==> src/rtl/pcs_sync_supervisor.sv <==
// pcs_sync_supervisor: receive code-group alignment and sync-state supervisor.
// Define ERR_COUNTER_EN to add the saturating code_err_count output.
module pcs_sync_supervisor #(
  parameter int unsigned ACQ_COMMAS = 3,
  parameter int unsigned ERR_LIMIT  = 4,
  parameter int unsigned GOOD_CGS   = 4
) (
  input  logic        clk,
  input  logic        reset,
  input  logic        signal_detect,
  input  logic        code_valid,
  input  logic [9:0]  rx_code_group_in,
  output logic [9:0]  rx_code_group_out,
  output logic        code_out_valid,
  output logic        rx_even,
  output logic        sync_status
`ifdef ERR_COUNTER_EN
  ,
  output logic [15:0] code_err_count
`endif
);

  typedef enum logic [2:0] {
    ST_LOSS = 3'd0,
    ST_CDET = 3'd1,
    ST_ACQ  = 3'd2,
    ST_SACQ = 3'd3,
    ST_SERR = 3'd4
  } state_t;

  localparam logic [2:0] ACQ_N  = 3'(ACQ_COMMAS);
  localparam logic [2:0] ERR_N  = 3'(ERR_LIMIT);
  localparam logic [3:0] GOOD_N = 4'(GOOD_CGS);

  localparam logic [9:0] K28_5_P = 10'b1100000101;
  localparam logic [9:0] K28_5_M = 10'b0011111010;

  state_t     state_q, state_d;
  logic [2:0] comma_cnt_q, comma_cnt_d;
  logic [2:0] err_cnt_q, err_cnt_d;
  logic [3:0] good_cnt_q, good_cnt_d;
  logic [9:0] rx_cg_q, rx_cg_d;
  logic       out_vld_q, out_vld_d;
  logic       rx_even_q, rx_even_d;
  logic       sync_q, sync_d;

  logic [5:0] cg6;
  logic [3:0] cg4;
  logic       d6_ok, d4_ok;
  logic       is_comma, is_data, is_ctrl, is_inv;
  logic       odd_comma, bad_cg;
  logic [2:0] comma_inc, err_inc, err_dec;
  logic [3:0] good_inc;

  assign cg6 = rx_code_group_in[9:4];
  assign cg4 = rx_code_group_in[3:0];

  // 6b sub-block of D0..D9, either running disparity
  always_comb begin
    d6_ok = 1'b0;
    case (cg6)
      6'b100111, 6'b011000,
      6'b011101, 6'b100010,
      6'b101101, 6'b010010,
      6'b110001,
      6'b110101, 6'b001010,
      6'b101001,
      6'b011001,
      6'b111000, 6'b000111,
      6'b111001, 6'b000110,
      6'b100101: d6_ok = 1'b1;
      default:   d6_ok = 1'b0;
    endcase
  end

  // 4b sub-block of Dx.0..Dx.7 including the alternate x.7 encoding
  always_comb begin
    d4_ok = 1'b0;
    case (cg4)
      4'b1011, 4'b0100,
      4'b1001,
      4'b0101,
      4'b1100, 4'b0011,
      4'b1101, 4'b0010,
      4'b1010,
      4'b0110,
      4'b1110, 4'b0001,
      4'b0111, 4'b1000: d4_ok = 1'b1;
      default:          d4_ok = 1'b0;
    endcase
  end

  // code-group class: comma wins, then data, then K23.7/K27.7/K29.7
  always_comb begin
    is_comma = (rx_code_group_in == K28_5_P) ||
               (rx_code_group_in == K28_5_M);
    is_data  = ~is_comma &&
               ((rx_code_group_in == 10'b1010010110) ||
                (d6_ok && d4_ok));
    is_ctrl  = 1'b0;
    case (rx_code_group_in)
      10'b1110101000, 10'b0001010111,
      10'b1101101000, 10'b0010010111,
      10'b1011101000, 10'b0100010111: is_ctrl = 1'b1;
      default:                        is_ctrl = 1'b0;
    endcase
    is_inv    = ~(is_comma | is_data | is_ctrl);
    odd_comma = is_comma & rx_even_q;
    bad_cg    = is_inv | odd_comma;
  end

  // saturating counter arithmetic so no counter can wrap
  always_comb begin
    comma_inc = (comma_cnt_q == 3'd7) ? 3'd7 : comma_cnt_q + 3'd1;
    err_inc   = (err_cnt_q == 3'd7) ? 3'd7 : err_cnt_q + 3'd1;
    err_dec   = (err_cnt_q == 3'd0) ? 3'd0 : err_cnt_q - 3'd1;
    good_inc  = (good_cnt_q == 4'd15) ? 4'd15 : good_cnt_q + 4'd1;
  end

  // next-state, counters and registered datapath outputs
  always_comb begin
    state_d     = state_q;
    comma_cnt_d = comma_cnt_q;
    err_cnt_d   = err_cnt_q;
    good_cnt_d  = good_cnt_q;
    rx_cg_d     = rx_cg_q;
    rx_even_d   = rx_even_q;
    out_vld_d   = 1'b0;
    if (!signal_detect) begin
      state_d     = ST_LOSS;
      comma_cnt_d = 3'd0;
      err_cnt_d   = 3'd0;
      good_cnt_d  = 4'd0;
      rx_even_d   = 1'b0;
    end else if (code_valid) begin
      rx_cg_d   = rx_code_group_in;
      out_vld_d = 1'b1;
      rx_even_d = is_comma ? 1'b1 : ~rx_even_q;
      unique case (state_q)
        ST_LOSS: begin
          if (is_comma) begin
            state_d     = ST_CDET;
            comma_cnt_d = 3'd1;
          end
        end
        ST_CDET: begin
          if (is_data) begin
            state_d = ST_ACQ;
          end else begin
            state_d     = ST_LOSS;
            comma_cnt_d = 3'd0;
          end
        end
        ST_ACQ: begin
          if (bad_cg) begin
            state_d     = ST_LOSS;
            comma_cnt_d = 3'd0;
          end else if (is_comma) begin
            comma_cnt_d = comma_inc;
            state_d = (comma_inc >= ACQ_N) ? ST_SACQ : ST_CDET;
          end
        end
        ST_SACQ: begin
          if (bad_cg) begin
            state_d    = ST_SERR;
            err_cnt_d  = 3'd1;
            good_cnt_d = 4'd0;
          end
        end
        ST_SERR: begin
          if (bad_cg) begin
            good_cnt_d = 4'd0;
            if (err_inc >= ERR_N) begin
              state_d     = ST_LOSS;
              comma_cnt_d = 3'd0;
              err_cnt_d   = 3'd0;
            end else begin
              err_cnt_d = err_inc;
            end
          end else if (good_inc >= GOOD_N) begin
            good_cnt_d = 4'd0;
            err_cnt_d  = err_dec;
            if (err_dec == 3'd0) begin
              state_d = ST_SACQ;
            end
          end else begin
            good_cnt_d = good_inc;
          end
        end
        default: begin
          state_d     = ST_LOSS;
          comma_cnt_d = 3'd0;
          err_cnt_d   = 3'd0;
          good_cnt_d  = 4'd0;
        end
      endcase
    end
    sync_d = (state_d == ST_SACQ) || (state_d == ST_SERR);
  end

  // all supervisor state and registered outputs
  always_ff @(posedge clk or negedge reset) begin
    if (!reset) begin
      state_q     <= ST_LOSS;
      comma_cnt_q <= 3'd0;
      err_cnt_q   <= 3'd0;
      good_cnt_q  <= 4'd0;
      rx_cg_q     <= 10'd0;
      out_vld_q   <= 1'b0;
      rx_even_q   <= 1'b0;
      sync_q      <= 1'b0;
    end else begin
      state_q     <= state_d;
      comma_cnt_q <= comma_cnt_d;
      err_cnt_q   <= err_cnt_d;
      good_cnt_q  <= good_cnt_d;
      rx_cg_q     <= rx_cg_d;
      out_vld_q   <= out_vld_d;
      rx_even_q   <= rx_even_d;
      sync_q      <= sync_d;
    end
  end

  assign rx_code_group_out = rx_cg_q;
  assign code_out_valid    = out_vld_q;
  assign rx_even           = rx_even_q;
  assign sync_status       = sync_q;

`ifdef ERR_COUNTER_EN
  logic [15:0] cg_err_q, cg_err_d;

  // count bad groups seen while synchronised, saturating
  always_comb begin
    cg_err_d = cg_err_q;
    if (signal_detect && code_valid && sync_q && bad_cg &&
        (cg_err_q != 16'hFFFF)) begin
      cg_err_d = cg_err_q + 16'd1;
    end
  end

  // error counter storage, cleared only by reset
  always_ff @(posedge clk or negedge reset) begin
    if (!reset) begin
      cg_err_q <= 16'd0;
    end else begin
      cg_err_q <= cg_err_d;
    end
  end

  assign code_err_count = cg_err_q;
`endif

endmodule
==> config.mk <==
export PLATFORM = sky130hd
export DESIGN_NAME = pcs_sync_supervisor
export DESIGN_NICKNAME = d
export VERILOG_FILES = /design/src/rtl/pcs_sync_supervisor.sv
export SDC_FILE = /design/constraint.sdc
export NUM_CORES = 1
export LEC_CHECK = 0
export CAP_MARGIN = 25
export CORE_AREA = 2 2 70 52
export DETAILED_ROUTE_END_ITERATION = 16
export DIE_AREA = 0 0 72 54
export PLACE_DENSITY_LB_ADDON = 0.12
export REMOVE_ABC_BUFFERS = 1
export SETUP_SLACK_MARGIN = 0.05
export SLEW_MARGIN = 25
export SYNTH_ARGS = -nofsm -noshare
export SYNTH_HDL_FRONTEND = slang
export SYNTH_SLANG_ARGS = --single-unit
==> constraint.sdc <==
create_clock -name clk -period 3.99 [get_ports clk]
set_input_delay 0.5985 -clock clk [delete_from_list [all_inputs] [get_ports clk]]
set_output_delay 0.5985 -clock clk [all_outputs]
set_load 0.01 [all_outputs]
==> results of run 1 <==
-- registers in the layout, indices dropped and copies added, names as in the netlist --
| signal | flops |
|---|---|
| err_cnt_q | 3 |
| good_cnt_q | 4 |
| state_q | 3 |
| rx_code_group_out | 10 |
| comma_cnt_q | 3 |
| sync_status | 1 |
| code_out_valid | 1 |
| rx_even | 1 |
-- worst paths after layout --
path	from	cells after the start	slack, ps	to
worst max-delay path	rx_code_group_in[8]	8	1100	good_cnt_q[0]$_DFFE_PN0P_
worst min-delay path	rx_code_group_out[6]$_DFFE_PN0P_	1	510	rx_code_group_out[6]$_DFFE_PN0P_
worst max register to register	err_cnt_q[0]$_DFFE_PN0P_	9	1410	sync_status$_DFF_PN0_
max in group asynchronous	reset	2	3020	rx_code_group_out[6]$_DFFE_PN0P_
min in group asynchronous	reset	2	690	rx_code_group_out[2]$_DFFE_PN0P_
worst min register to register	rx_code_group_out[6]$_DFFE_PN0P_	1	510	rx_code_group_out[6]$_DFFE_PN0P_
-- cell type report --
class	instances	area, um^2	area share, %
flip-flops and latches	26	651	30.9
clock buffers	4	55.1	2.61
inverters	8	30.0	1.43
repair buffers	28	275	13.1
multi-input cells	150	1050	49.6
well taps	40	50.0	2.38
-- routing by layer --
metal	routed length (um)	vias up	share of wire (%)
met1	2120	784	48
met2	1920	56	43
met3	304	10	6.9
li1	-	777	-
met5	0	-	0
met4	75	0	1.7
-- metrics by stage --
| step | worst slack [ps] | hold slack, ps | util, % |
|---|---|---|---|
| floorplan | 1600 | 303 | - |
| global placement | 906 | 486 | 62.0 |
| detailed placement | 826 | 489 | 62.0 |
| CTS | 1110 | 513 | 63.6 |
| global route | 876 | 541 | 63.6 |
| finish | 1100 | 507 | 63.6 |
-- kinds of logic after synthesis --
group           share of synthesized area [%]
flops                                    36.3
xor+xnor                                0.976
mux                                      9.27
buf+inv                                  5.44
fa+ha+maj                                4.18
simple gates                             24.7
compound gates                           19.2
-- placed cells by master (no fill, tap or decap), types with 4 or more instances in the layout --
master	netlist	layout
a21oi_1	9	9
clkbuf_8	0	4
nor3_1	7	7
o21ai_0	9	9
inv_1	8	8
and2_1	5	5
a31oi_1	5	5
ha_1	6	6
nor2b_1	4	4
mux2_2	13	13
nand2_1	13	13
clkdlybuf4s50_1	0	26
nor2_1	15	15
dfrtp_1	26	26
nand3_1	10	10
-- where the power goes --
| part | switching, mW | internal, mW |
|---|---|---|
| clock | 0.0816 | 0.0883 |
| combinational | 0.0581 | 0.0663 |
| sequential | 0.00937 | 0.279 |
| total | 0.149 | 0.434 |
-- critical path, stage by stage --
cell	delay, ps
clkdlybuf4s50_1	590
or4b_1	580
a21oi_2	140
o31ai_2	140
and4_1	220
o21a_1	190
nor2_1	210
mux2_2	370
==> flow_summary.toml, run 1 <==
[status]
outcome = "finished clean"

[route]
drtAntennaViolNets = 0
wire_per_inst_um = 17.3
initialDrtViolationCount = 135
drcViolationCount = 0
finalWirelength_mm = 4.42
via_per_inst = 6.36
route.vias.total = 1627
drtPass1Iterations = 4

[synthesis]
async_reset_ff_share_pct = 100
synth-warning-count = 0
synth_area_mm2 = 0.00179
yosysUniqueCellTypes = 54
synth_edf_count = 0
synthTopCellsByCount = "dfrtp_1, nor2_1, mux2_2, nand2_1, nand3_1"
synth_top_cell_by_area = "dfrtp_1"
synth_ff_type = "dfrtp_1"
synth_area_per_cell_um2 = 9.20
synth_top_cells_by_area = "dfrtp_1, mux2_2, ha_1"
ys_ff_latch = 26
yosysMostFrequentCell = "dfrtp_1"
ys_seq_area_share_pct = 36.3
synthCells = 195
synth_top_area_share_pct = 36.3

[finish]
drive_above_1_share_pct = 13.4
fillCellCount = 270
fin_area_mm2 = 0.00211
area_growth_pct = 17.4
n_antenna_cell = 0
nets = 237
instances_no_fill = 256

[floorplan]
rows = 18
die_w_um = 72
die_h_um = 54
top_level_ports = 27
die_area_mm2 = 0.00389
core_area_mm2 = 0.00331
start_util_pct = 54.2

[sta]
skew_ps = 7.19
finalMaxSlewViolations = 0
finalSetupViolations = 0
worst_pin_slew_ps = 526
hold_violations = 0
fmax_mhz = 347
rsz0062_at_grt = "false"
min_period_ps = 2890
slew_headroom_pct = 64.6
period_share_pct = 72.3
setup-tns-final_ps = 0

[worst_hold_path]
hp-class = "reg -> reg"

[clock_tree]
cts_tree = "done"
postCtsHoldBufs = 0
cts_root_buffer = "clkbuf_8"
cts.sinks = 26
path_clk_slew_ps = 80
numCtsBuffers = 3
cts_buffer_depth = 2
post_cts_resized = 0
htree_levels = 1
clock_latency_ps = 270
cts_setup_buffers = 0

[critical_path]
path_class = "in -> reg"
cp-end-kind = "flip-flop"
critPathMaxFanout = 11
worst_setup_path_start_kind = "input port"
arrival_ps = 3040
cp_data_required_time_ps = 4150

[grt]
top_usage_layer = "met2"
grt_pass1_vias = 1525
met1_usage_pct = 34.9
grtUsageMet3_pct = 6.18
grt_util_met2_pct = 40.0
antenna_found_initial = 0
gr-total-overflow = 0
grt_pass1_wl_mm = 7.46
grt_use_total_pct = 25.3
grt_max_degree = 27

[pwr]
power_mw = 0.583
p_leak_nw = 0.877
vdd_drop_max_mv = 0.192
p_per_area_mw_per_mm2 = 277

[place]
dp_cells = 252
placed_area_mm2 = 0.00205
hpwl_mm = 3.26
portBuffers = 26
gp_congestion = 0.930

[run]
drv_cap = 0
Note: power is estimated with default switching activity, not from simulation.
==> run 2: changes to the inputs <==
CORE_AREA = 2 2 76 56   (was 2 2 70 52)
DIE_AREA = 0 0 78 58   (was 0 0 72 54)
clock period = 2.5 ns   (was 3.99 ns; I/O delays follow)
==> run 2 against run 1 <==
Core utilization is 2.4 points higher. Cell area is 19% higher. Non-clock buffer count increased by 40. Critical path depth up 1. Worst hold slack worse by 56 ps. Critical path type is now reg -> reg. Largest cell class unchanged.
==> flow_summary.toml, run 2 (synthesis results as in run 1) <==
[critical_path]
rr_startpoint = "err_cnt_q[0]$_DFFE_PN0P_"
setup.worst_path.start = "err_cnt_q[0]$_DFFE_PN0P_"
cp_top_family = "simple AND/OR/NAND/NOR gates"
r2r-end = "sync_status$_DFF_PN0_"
slowest_delay_ps = 470
arrival_ps = 2540
path_cells = "inv_1, ha_1, mux2_2, nor3_2, o21ai_2, a31oi_1, o22ai_1, or4_1, nand3_1"
cp_num_buf_inv = 1
cpMaxStageDelayCell = "or4_1"
cp_data_required_time_ps = 2720
critPathMaxFanout = 6
worst_setup_path_start_kind = "flip-flop"
path_class = "reg -> reg"
cp-end-kind = "flip-flop"
reg2reg_depth = 9
critPathCapture = "sync_status$_DFF_PN0_"
path_depth = 9
r2r_setup_slack_ps = 170

[grt]
gr-total-overflow = 0
grt_use_total_pct = 22.7
antenna_found_initial = 0
grt_max_degree = 27
grt_pass1_wl_mm = 8.06
grt_pass1_vias = 1694

[pwr]
power_mw = 1.06
p_per_area_mw_per_mm2 = 422
p_leak_nw = 1.13
vdd_drop_max_mv = 0.335

[route]
wire_per_inst_um = 15.9
initialDrtViolationCount = 178
drtAntennaViolNets = 0
finalWirelength_mm = 4.90
via_per_inst = 5.65
drtPass1Iterations = 4
drcViolationCount = 0
route.vias.total = 1739

[worst_hold_path]
hp-class = "in -> async"

[floorplan]
top_level_ports = 27
die_w_um = 78
start_util_pct = 47.2
core_area_mm2 = 0.00380
rows = 19
die_h_um = 58
die_area_mm2 = 0.00452

[finish]
fin_area_mm2 = 0.00251
final_common_cell = "buf_4"
nets = 277
fillCellCount = 307
n_antenna_cell = 0
layout_common_cells = "buf_4, dfrtp_1, clkdlybuf4s50_1"
area_growth_pct = 40.1
largest_reg_flops = 10
multiInputGateArea_mm2 = 0.00111
final-seq-area_um2 = 652
postLayoutCoreUtil_pct = 66.1
drive_above_1_share_pct = 32.4
instances_no_fill = 308

[clock_tree]
htree_levels = 1
numCtsBuffers = 3
cts_root_buffer = "clkbuf_8"
postCtsHoldBufs = 0
cts.sinks = 26
path_clk_slew_ps = 100
cts_buffer_depth = 2
clock_latency_ps = 280
cts_tree = "done"

[place]
portBuffers = 26
dpl_worst_slack_ps = -372
gp_congestion = 0.950
hpwl_mm = 3.65
placed_area_mm2 = 0.00236
dp_cells = 303

[sta]
hold_violations = 0
rsz0062_at_grt = "true"
finalMaxSlewViolations = 0
worst_slack_ps = 172
min_period_ps = 2330
finalSetupViolations = 0
whs_ps = 451
setup-tns-final_ps = 0
fmax_mhz = 429
worst_pin_slew_ps = 568
skew_ps = 7.19
slew_headroom_pct = 61.7
period_share_pct = 93.1

[run]
drv_cap = 0

[status]
outcome = "finished clean"
-- run 2: cell count changes in the layout (fill, tap and decap cells not counted), moves of 3 or more --
cell             previous run  this run
buf_4                       2        41
clkdlybuf4s50_1            26        20
dlygate4sd2_1               0         3
dlymetal6s2s_1              0         3
o21ai_0                     9         6
o21ai_2                     0         3
-- run 2: worst min-delay path by stage --
stage                     slack [ps]                        startpoint  cells after the start                          endpoint
after floorplan                   80                             reset                      0          code_out_valid$_DFF_PN0_
after global placement           490  rx_code_group_out[2]$_DFFE_PN0P_                      1  rx_code_group_out[2]$_DFFE_PN0P_
after detailed placement         490         good_cnt_q[2]$_DFFE_PN0P_                      1         good_cnt_q[2]$_DFFE_PN0P_
after CTS                        460                             reset                      2  rx_code_group_out[6]$_DFFE_PN0P_
after global routing             470               rx_code_group_in[4]                      2  rx_code_group_out[4]$_DFFE_PN0P_
final                            450                             reset                      2          err_cnt_q[1]$_DFFE_PN0P_
-- run 2: per-layer routing --
layer	up-vias	wire length [um]	GRT usage, %
met2	56	2180	33.7
met3	8	328	3.89
met5	-	0	0
met1	824	2340	33.9
li1	851	-	-
met4	0	55	7.52
-- run 2: repair_timing --
item / in CTS / in global routing
pin swaps: 0 / 3
buffers inserted: 0 / 1
gates resized for setup: 9 / 18
setup endpoints to repair: 8 / 14
-- run 2: area by class of cell --
class | instances | area share [%]
repair buffers | 68 | 23.2
inverters | 8 | 1.19
clock buffers | 3 | 1.64
clock inverters | 1 | 1.19
flip-flops and latches | 26 | 25.9
multi-input cells | 150 | 44.3
well taps | 52 | 2.59
-- run 2: power by group --
group	leakage, nW	internal, mW	switching, mW
Sequential	0.337	0.446	0.0149
Clock	0.0357	0.215	0.146
Combinational	0.753	0.134	0.105
Total	1.13	0.795	0.265
